<file path="config.mk">
export PLATFORM = sky130hd
export DESIGN_NAME = instr_fetch
export DESIGN_NICKNAME = d
export VERILOG_FILES = /design/src/rtl/instr_fetch_pkg.sv /design/src/rtl/instr_fetch_ifid_reg.sv /design/src/rtl/instr_fetch.sv
export SDC_FILE = /design/constraint.sdc
export NUM_CORES = 1
export LEC_CHECK = 0
export ABC_CLOCK_PERIOD_IN_PS = 3350
export CAP_MARGIN = 20
export CORE_ASPECT_RATIO = 0.6
export CORE_UTILIZATION = 48
export DETAILED_ROUTE_END_ITERATION = 12
export PLACE_DENSITY = 0.86
export SYNTH_ARGS = -nofsm -noshare
export SYNTH_HDL_FRONTEND = slang
export SYNTH_SLANG_ARGS = --single-unit
export TNS_END_PERCENT = 5
</file>
<file path="constraint.sdc">
create_clock -name clk -period 3.35 [get_ports clk]
set_clock_uncertainty 0.15 [all_clocks]
set_input_delay 0.67 -clock clk [delete_from_list [all_inputs] [get_ports clk]]
set_output_delay 0.67 -clock clk [all_outputs]
set_load 0.01 [all_outputs]
</file>
<file path="src/rtl/instr_fetch_pkg.sv">
// Shared types and defaults for the instruction-fetch stage.
// Fetch FSM encoding plus the width, reset-vector and HLT defaults.
package instr_fetch_pkg;

   localparam int          ADDR_WIDTH_D = 16;
   localparam logic [15:0] RESET_PC_D   = 16'h0000;
   localparam logic [3:0]  HLT_OPCODE_D = 4'hF;

   typedef enum logic [1:0] {
      BOOT = 2'd0,
      RUN  = 2'd1,
      HALT = 2'd2
   } fetch_state_t;

endpackage

</file>
<file path="src/rtl/instr_fetch_ifid_reg.sv">
// IF/ID pipeline register: load-enable, squash and async reset.
// Squash only drops valid; the held word and PC+2 are kept.
module instr_fetch_ifid_reg
   import instr_fetch_pkg::*;
#(
   parameter int ADDR_WIDTH = ADDR_WIDTH_D
) (
   input  logic                  clk,
   input  logic                  rst_n,
   input  logic                  i_load,
   input  logic                  i_squash,
   input  logic [15:0]           i_instr,
   input  logic [ADDR_WIDTH-1:0] i_pc_plus2,
   output logic [15:0]           o_instr,
   output logic [ADDR_WIDTH-1:0] o_pc_plus2,
   output logic                  o_valid
);

   logic [15:0]           r_instr;
   logic [ADDR_WIDTH-1:0] r_pc_plus2;
   logic                  r_valid;

   always_ff @(posedge clk or negedge rst_n) begin
      if (!rst_n) begin
         r_instr    <= 16'h0000;
         r_pc_plus2 <= '0;
         r_valid    <= 1'b0;
      end else if (i_squash) begin
         r_valid    <= 1'b0;
      end else if (i_load) begin
         r_instr    <= i_instr;
         r_pc_plus2 <= i_pc_plus2;
         r_valid    <= 1'b1;
      end
   end

   assign o_instr    = r_instr;
   assign o_pc_plus2 = r_pc_plus2;
   assign o_valid    = r_valid;

endmodule

</file>
<file path="src/rtl/instr_fetch.sv">
// Instruction-fetch stage: PC, fetch FSM and IF/ID capture.
// Priority in RUN is redirect > stall > normal fetch.
module instr_fetch
   import instr_fetch_pkg::*;
#(
   parameter int                    ADDR_WIDTH = ADDR_WIDTH_D,
   parameter logic [ADDR_WIDTH-1:0] RESET_PC   =
      ADDR_WIDTH'(RESET_PC_D),
   parameter logic [3:0]            HLT_OPCODE = HLT_OPCODE_D
) (
   input  logic                  clk,
   input  logic                  rst_n,
   input  logic                  stall,
   input  logic                  redirect,
   input  logic [ADDR_WIDTH-1:0] redirect_pc,
   output logic [ADDR_WIDTH-1:0] imem_addr,
   input  logic [15:0]           imem_data,
   output logic [15:0]           ifid_instr,
   output logic [ADDR_WIDTH-1:0] ifid_pc_plus2,
   output logic                  ifid_valid,
   output logic                  halted,
   output logic                  misalign
);

   localparam logic [ADDR_WIDTH-1:0] PC_RST =
      {RESET_PC[ADDR_WIDTH-1:1], 1'b0};

   fetch_state_t          r_state;
   fetch_state_t          w_state_nxt;
   logic [ADDR_WIDTH-1:0] r_pc;
   logic [ADDR_WIDTH-1:0] w_pc_nxt;
   logic [ADDR_WIDTH-1:0] w_pc_plus2;
   logic [ADDR_WIDTH-1:0] w_redir_pc;
   logic                  r_mis;
   logic                  w_mis_nxt;
   logic                  w_load;
   logic                  w_squash;
   logic                  w_hlt;

   assign w_pc_plus2 = r_pc + ADDR_WIDTH'(2);
   assign w_redir_pc = {redirect_pc[ADDR_WIDTH-1:1], 1'b0};
   assign w_hlt      = (imem_data[15:12] == HLT_OPCODE);

   always_ff @(posedge clk or negedge rst_n) begin
      if (!rst_n) begin
         r_state <= BOOT;
         r_pc    <= PC_RST;
         r_mis   <= 1'b0;
      end else begin
         r_state <= w_state_nxt;
         r_pc    <= w_pc_nxt;
         r_mis   <= w_mis_nxt;
      end
   end

   always_comb begin
      w_state_nxt = r_state;
      w_pc_nxt    = r_pc;
      w_mis_nxt   = r_mis;
      w_load      = 1'b0;
      w_squash    = 1'b0;
      unique case (r_state)
         BOOT: begin
            w_state_nxt = RUN;
         end
         RUN: begin
            if (redirect) begin
               w_pc_nxt  = w_redir_pc;
               w_squash  = 1'b1;
               w_mis_nxt = r_mis | redirect_pc[0];
            end else if (!stall) begin
               w_load = 1'b1;
               if (w_hlt) w_state_nxt = HALT;
               else       w_pc_nxt    = w_pc_plus2;
            end
         end
         HALT: begin
            // HLT was already captured; keep decode fed bubbles
            w_squash = 1'b1;
            if (redirect) begin
               w_pc_nxt    = w_redir_pc;
               w_mis_nxt   = r_mis | redirect_pc[0];
               w_state_nxt = RUN;
            end
         end
         default: begin
            w_state_nxt = BOOT;
         end
      endcase
   end

   instr_fetch_ifid_reg #(
      .ADDR_WIDTH (ADDR_WIDTH)
   ) u_ifid (
      .clk        (clk),
      .rst_n      (rst_n),
      .i_load     (w_load),
      .i_squash   (w_squash),
      .i_instr    (imem_data),
      .i_pc_plus2 (w_pc_plus2),
      .o_instr    (ifid_instr),
      .o_pc_plus2 (ifid_pc_plus2),
      .o_valid    (ifid_valid)
   );

   assign imem_addr = r_pc;
   assign halted    = (r_state == HALT);
   assign misalign  = r_mis;

endmodule

</file>
==> results of run 1 <==
==> worst paths after layout <==
kind	slack, ns	cells past startpoint	endpoint	start
worst max-delay path	0.74	3	halted	r_state[0]
worst min-delay path	0.13	1	imem_addr[15]	rst_n
min in group clk	0.33	1	misalign	misalign
worst min register to register	0.33	1	misalign	misalign
worst max register to register	0.91	6	imem_addr[8]	r_state[0]
max in group asynchronous	2.42	2	u_ifid.o_instr[10]	rst_n
==> metrics by stage <==
step | instance area [um2] | hold WS [ns] | cells | total power (uW) | util
5_1_grt | 3470 | 0.142 | 386 | 3270 | 0.729
3_5_place_dp | 3350 | 0.311 | 377 | 2680 | 0.704
2_1_floorplan | 2470 | 0.224 | 243 | 1860 | -
3_3_place_gp | 3350 | 0.309 | 377 | 2610 | 0.704
4_1_cts | 3450 | 0.337 | 385 | 3050 | 0.725
6_report | 3470 | 0.132 | 386 | 3060 | 0.729
==> logic make-up (layout without fill, tap and decap cells) <==
logic type	count (synthesis)	count (layout)
XOR/XNOR	13	13
AND/OR/NAND/NOR	67	67
flip-flops	50	50
adder cells (fa/ha/maj)	4	4
AO/OA/AOI/OAI	68	68
multiplexers	19	19
other	1	2
buffers and inverters	20	100
==> final cells by class <==
| type | instances | area share |
|---|---|---|
| tap | 63 | 0.0227 |
| clock inverter | 2 | 0.00505 |
| inverter | 5 | 0.00542 |
| multi-input combinational | 173 | 0.327 |
| clock buffer | 6 | 0.0238 |
| sequential | 50 | 0.361 |
| timing repair buffer | 87 | 0.255 |
==> sequential cells by signal, summed over array words and instances, names as in the netlist <==
signal,cells
imem_addr,15
misalign,1
r_state,2
u_ifid.o_instr,16
u_ifid.o_pc_plus2,15
u_ifid.o_valid,1
==> power by group through the flow <==
stage | registers (uW) | logic [uW] | clock network [uW]
2_1_floorplan | 1250 | 614 | 0
3_3_place_gp | 1160 | 1450 | 0
3_5_place_dp | 1180 | 1500 | 0
4_1_cts | 1170 | 1500 | 382
5_1_grt | 1220 | 1640 | 408
6_report | 1170 | 1510 | 378
==> layer usage <==
metal	part of all wire	routed length [um]	GRT usage
met1	0.47	2990	0.393
met2	0.44	2800	0.376
met3	0.084	535	0.0560
met4	0.0042	27	0.0390
met5	0	0	0
==> cell usage in the layout (no fill, tap or decap), types with 2 or more instances in the layout <==
cell type	synthesis	routed
o22ai_1	5	5
conb_1	1	2
dfrtp_1	50	50
mux2_2	17	17
xor2_1	5	5
ha_1	4	4
a21o_1	2	2
buf_12	0	2
nor2_1	8	8
a2bb2oi_1	7	7
o21a_1	2	2
clkbuf_8	0	6
a31oi_1	3	3
a22oi_1	2	2
nand3_1	9	9
xnor2_1	8	8
o2bb2ai_1	3	3
clkinv_4	0	2
or4_4	2	2
inv_1	5	5
a21oi_1	18	18
nor3_1	2	2
mux2i_1	2	2
nor4_1	5	5
nand4_1	2	2
clkdlybuf4s50_1	0	83
nand2_1	29	29
o21ai_0	24	24
==> qor.yml, run 1 <==
multi_input_area_um2: 1130
cp.buffers_inverters: 2
drc_errors: 0
synth_top_family_by_area: "compound AO/OA/AOI/OAI gates"
path_delay_family: "buffers and inverters"
pin_count: 87
synth-adder-area-share: 0.0203
io_buffer_count: 84
synth-edff-count: 0
ys.flop_type: "dfrtp_1"
nNetsFinal: 362
p_per_area_nw_per_um2: 882
ys_warn_count: 0
criticalPathCategory: "reg -> out"
nFillCells: 347
post_drt_via_cell_ratio: 5.69
cp-start-kind: "flop"
dp_hpwl_um: 4640
fin_crit_sh: 0.780
coreArea_um2: 4750
grt_pass1_wl_um: 10500
seq_power_share: 0.384
synth-seq-cells: 50
grt_pass1_vias: 2054
clkSlewWorstSetupHoldPaths_ns: 0.10
fp.dieW_um: 94.6
track_usage: 0.255
syn_to_final_growth_pct: 40.5
status: "finished, final reports clean"
clkLatencyLatePin_ns: 0.30
synth_simple_gate_area_frac: 0.138
max-slew-margin-rel: 0.311
path_cells: "inv_1, ha_1, clkdlybuf4s50_1"
switching_share: 0.377
totalWireLength_um: 6360
synth.top_cell.area_share: 0.507
muxShareOfSynthArea: 0.0857
die_h_um: 57.5
cp-end-kind: "primary output"
critical_path.max_stage_delay_ns: 0.61
cts_tree: "built"
wl_per_cell_um: 16.5
cts_resized: 0
synth_area_leaders: "dfrtp_1 (51%), mux2_2 (7.8%), o21ai_0 (4.9%), nand2_1 (4.4%), a21oi_1 (3.7%)"
antenna_left: 0
rows: 19
cp_data_required_time_ns: 2.53
drive_gt1_frac: 0.111
yosysUniqueCellTypes: 41
worstHoldPathType: "in -> async"
synth_most_common_cell: "dfrtp_1"
maxCapViolCount: 0
cts.sinks: 50
antennaDiodeCount: 0
globalplace.congestion: 0.818
via_count: 2197
synthTopCellsByCount: "dfrtp_1 (50), nand2_1 (29), o21ai_0 (24)"
power_switching_uw: 1150
fin_ws_ns: 0.737
slowest_stage: "clkdlybuf4s50_1"
clockRootBuffer: "clkbuf_8"
finalSetupTns_ns: 0
start_util: 0.519
p_leak_uw: 0.00142
tightest_slew_ns: 1.03
maxSlewViolCount: 0
htree_num_levels: 2
synth-seq-area-share: 0.507
synth_cells: 242
synthArstFlopShare: 1.00
p_int_uw: 1900
finalSetupViolations: 0
rsz0062_at_grt: "no"
synth_area_leader_cell: "dfrtp_1"
synth_area_um2: 2470
drtIter0Drc: 187
finalCriticalPeriod_ns: 2.61
antenna_found_initial: 0
grt_max_degree: 51
cts_hold_buffers: 0
clk_path_buf_depth: 2
pwr-share-clk: 0.124
syn_avg_cell_area_um2: 10.2
regArea_um2: 1250
dieArea_um2: 5440
cp_max_fo: 11
arrival_ns: 1.79
synthXorXnorAreaFrac: 0.0461
hold_viol_final: 0
postCtsSetupRepairBufs: 0
place_ws_ns: 0.564
fmax_mhz: 383
numCtsBuffers: 5
vdd_drop_max_mv: 0.535
power_frac_comb: 0.493
grt-ovfl-total: 0
first_pass_iters: 6
synth_compound_area_frac: 0.166
No activity file was read; power rests on OpenSTA's default activity.
==> inputs of run 2 (changes only) <==
- ABC_CLOCK_PERIOD_IN_PS: 3350 -> 2400
- CORE_UTILIZATION: 48 -> 41
- PLACE_DENSITY: 0.86 -> 0.78
- clock period: 3.35 -> 2.4 ns (I/O delays scaled with it)
==> qor.yml, run 2 (synthesis results as in run 1) <==
rsz0062_at_grt: "no"
maxCapViolCount: 0
postCtsSetupRepairBufs: 0
via_count: 2160
power_frac_comb: 0.497
power_switching_uw: 1610
max-slew-margin-rel: 0.540
antennaDiodeCount: 0
cp_data_required_time_ns: 1.77
cp_max_fo: 11
drc_errors: 0
vdd_drop_max_mv: 0.493
fin_crit_sh: 0.960
dp_hpwl_um: 4770
grt-ovfl-total: 0
grt_max_degree: 46
die_h_um: 62.1
cts_hold_buffers: 0
fmax_mhz: 434
htree_num_levels: 2
cp-end-kind: "primary output"
maxSlewViolCount: 0
p_int_uw: 2690
fp.dieW_um: 102
syn_to_final_growth_pct: 42.3
switching_share: 0.375
finalCriticalPeriod_ns: 2.31
largest_reg_flops: 16
io_buffer_count: 84
globalplace.congestion: 0.849
seq_power_share: 0.377
antenna_found_initial: 0
drtIter0Drc: 126
wl_per_cell_um: 15.9
coreArea_um2: 5680
dieArea_um2: 6340
cp-start-kind: "flop"
tightest_slew_ns: 0.684
first_pass_iters: 4
post_drt_via_cell_ratio: 5.32
nNetsFinal: 365
clkLatencyLatePin_ns: 0.31
cts.sinks: 50
start_util: 0.435
clockRootBuffer: "clkbuf_8"
stdcell_count: 406
rows: 21
cts_resized: 1
finalSetupViolations: 0
dp.cells: 398
drive_gt1_frac: 0.123
layout_commonest_cell: "clkdlybuf4s50_1"
clk_path_buf_depth: 2
worstHoldPathType: "in -> async"
grt_pass1_vias: 1986
pwr-share-clk: 0.126
p_total_uw: 4300
finalSetupTns_ns: 0
grt_pass1_wl_um: 10300
p_leak_uw: 0.00144
nFillCells: 505
cts_tree: "built"
pin_count: 87
status: "complete, but fails checks"
arrival_ns: 1.68
violations: "hold timing"
criticalPathCategory: "reg -> out"
totalWireLength_um: 6450
clkSlewWorstSetupHoldPaths_ns: 0.10
track_usage: 0.221
hold_viol_final: 11
final_cell_mix: "clkdlybuf4s50_1 (83), dfrtp_1 (50), nand2_1 (29)"
numCtsBuffers: 5
hold_slack_ns: -0.0101
antenna_left: 0
p_per_area_nw_per_um2: 1220
## run 2: layout make-up
type	instances	area [um2]	area share
Tap cell	80	100	0.0285
Timing Repair Buffer	90	906	0.258
Inverter	5	18.8	0.00534
Clock inverter	2	17.5	0.00499
Sequential cell	50	1250	0.356
Multi-Input combinational cell	173	1140	0.323
Clock buffer	6	82.6	0.0235
## run 2: layer usage
| layer | share of wire | vias to the layer above | global-route usage |
|---|---|---|---|
| met5 | 0 | - | 0 |
| met4 | 0.0056 | 0 | 0.0571 |
| met3 | 0.086 | 4 | 0.0481 |
| met2 | 0.41 | 90 | 0.314 |
| met1 | 0.50 | 1026 | 0.341 |
| li1 | - | 1040 | - |
## run 2: worst max-delay path: stages, from the launching register on
cell and delay [ns]:
dfrtp_1 0.41, inv_1 0.09, ha_2 0.30, clkdlybuf4s50_1 0.57
## run 2: stage by stage
stage / setup slack [ns] / utilization / instance area [um2] / hold WS [ns]
2_1_floorplan: 0.262 / - / 2470 / 0.0344
3_3_place_gp: 0.189 / 0.601 / 3410 / 0.303
3_5_place_dp: 0.103 / 0.601 / 3410 / 0.311
4_1_cts: 0.0960 / 0.619 / 3510 / 0.00423
5_1_grt: 0.00916 / 0.619 / 3510 / 0.0149
6_report: 0.0949 / 0.619 / 3510 / -0.0101
## run 2: worst paths after layout
path                             from                   end  slack (ns)  cells after the start
max                        r_state[0]                halted        0.09                      3
min                             rst_n         imem_addr[12]       -0.01                      1
max reg2reg                r_state[1]          imem_addr[4]        0.32                      7
min reg2reg                  misalign              misalign        0.34                      1
max in group asynchronous       rst_n  u_ifid.o_pc_plus2[7]        1.57                      2
min in group clk             misalign              misalign        0.34                      1
## run 2: power by group through the flow
stage	clock network [uW]	registers, uW	logic (uW)
3_3_place_gp	0	1620	2080
5_1_grt	589	1680	2340
6_report	542	1620	2140
3_5_place_dp	0	1640	2130
2_1_floorplan	0	1740	856
4_1_cts	543	1620	2150
==> inputs of run 3 (changes only) <==
- ABC_CLOCK_PERIOD_IN_PS: 2400 -> 2500
- CORE_UTILIZATION: 41 -> 45
- PLACE_DENSITY: 0.78 -> 0.81
- SLEW_MARGIN: default -> 25
- clock period: 2.4 -> 2.5 ns (I/O delays scaled with it)
==> qor.yml, run 3 (synthesis results as in run 1) <==
status: "finished, final reports clean"
syn_to_final_growth_pct: 41.5
maxSlewViolCount: 0
fin_crit_sh: 0.928
drtIter0Drc: 132
p_total_uw: 4100
grt_pass1_vias: 1997
finalSetupTns_ns: 0
arrival_ns: 1.67
maxCapViolCount: 0
hold_viol_final: 0
grt-ovfl-total: 0
cts.sinks: 50
post_drt_via_cell_ratio: 5.46
cp_max_fo: 11
die_h_um: 59.4
p_leak_uw: 0.00143
dp_hpwl_um: 4700
pin_count: 87
cts_tree: "built"
nNetsFinal: 366
io_buffer_count: 84
hold_slack_ns: 0.341
stdcell_count: 393
totalWireLength_um: 6260
clockRootBuffer: "clkbuf_8"
numCtsBuffers: 5
cp-start-kind: "flop"
via_count: 2147
finalSetupViolations: 0
cp-end-kind: "primary output"
clkLatencyLatePin_ns: 0.30
nFillCells: 402
fmax_mhz: 431
drive_gt1_frac: 0.122
fin_ws_ns: 0.181
grt_max_degree: 45
layout_commonest_cell: "clkdlybuf4s50_1"
antennaDiodeCount: 0
track_usage: 0.229
finalCriticalPeriod_ns: 2.32
criticalPathCategory: "reg -> out"
antenna_left: 0
htree_num_levels: 2
rsz0062_at_grt: "no"
tightest_slew_ns: 0.730
globalplace.congestion: 0.857
rrSetupSlack_ns: 0.45
drc_errors: 0
dieArea_um2: 5790
largest_reg_flops: 16
antenna_found_initial: 0
start_util: 0.479
worstHoldPathType: "reg -> reg"
clkSlewWorstSetupHoldPaths_ns: 0.09
vdd_drop_max_mv: 0.477
p_per_area_nw_per_um2: 1180
max-slew-margin-rel: 0.509
grt_pass1_wl_um: 10200
first_pass_iters: 4
cp_data_required_time_ns: 1.85
fp.dieW_um: 97.6
final_cell_mix: "clkdlybuf4s50_1 (83), dfrtp_1 (50), nand2_1 (29)"
dp.cells: 384
rows: 20
coreArea_um2: 5150
place_ws_ns: 0.175
clk_path_buf_depth: 2
wl_per_cell_um: 15.9
## run 3: changes by cell type in the layout (fill, tap and decap cells not counted), sizes merged
cell and delta:
clkinv -2, clkinvlp +1, dlygate4sd3 +1, inv +1
## run 3: worst max-delay path: stages, from the launching register on
cell	delay (ns)
dfrtp_1	0.42
inv_1	0.09
ha_2	0.29
clkdlybuf4s50_1	0.57
## run 3: repair_timing
action | in CTS | in global routing
gates resized for setup | 0 | 1
buffers inserted | 0 | 0
endpoints found under the setup margin | 0 | 1
endpoints found under the hold margin | 13 | 0
hold buffers | 1 | 0
## run 3: path summary, 6_finish.rpt
kind | from | to | depth (start not counted)
max | r_state[0] | halted | 3
min | misalign | misalign | 1
max reg2reg | imem_addr[1] | imem_addr[12] | 4
min reg2reg | misalign | misalign | 1
max in group asynchronous | rst_n | u_ifid.o_pc_plus2[3] | 3
min in group asynchronous | rst_n | r_state[0] | 2
## run 3: metal layers
metal | vias to the layer above | track usage | share of wire
met5 | - | 0 | 0
met4 | 0 | 0.0420 | 0.0093
met3 | 7 | 0.0483 | 0.074
met2 | 90 | 0.327 | 0.42
met1 | 1021 | 0.359 | 0.49
li1 | 1029 | - | -
## run 3: cell type report
type | instances | area, um2 | share of cell area
Sequential cell | 50 | 1250 | 0.358
Multi-Input combinational cell | 173 | 1140 | 0.325
Timing Repair Buffer | 91 | 903 | 0.259
Clock buffer | 6 | 82.6 | 0.0237
Tap cell | 66 | 82.6 | 0.0237
Inverter | 5 | 18.8 | 0.00538
Clock inverter | 2 | 16.3 | 0.00466
## run 3: power breakdown
part | switching, uW | total [uW] | internal (uW)
logic | 877 | 2030 | 1150
clock network | 276 | 505 | 228
registers | 383 | 1570 | 1190
total | 1540 | 4100 | 2570
## run 3: stage by stage
step,utilization,area [um2]
global route,0.677,3490
CTS,0.677,3490
finish,0.677,3490
detailed placement,0.656,3380
global placement,0.656,3380
floorplan,-,2470
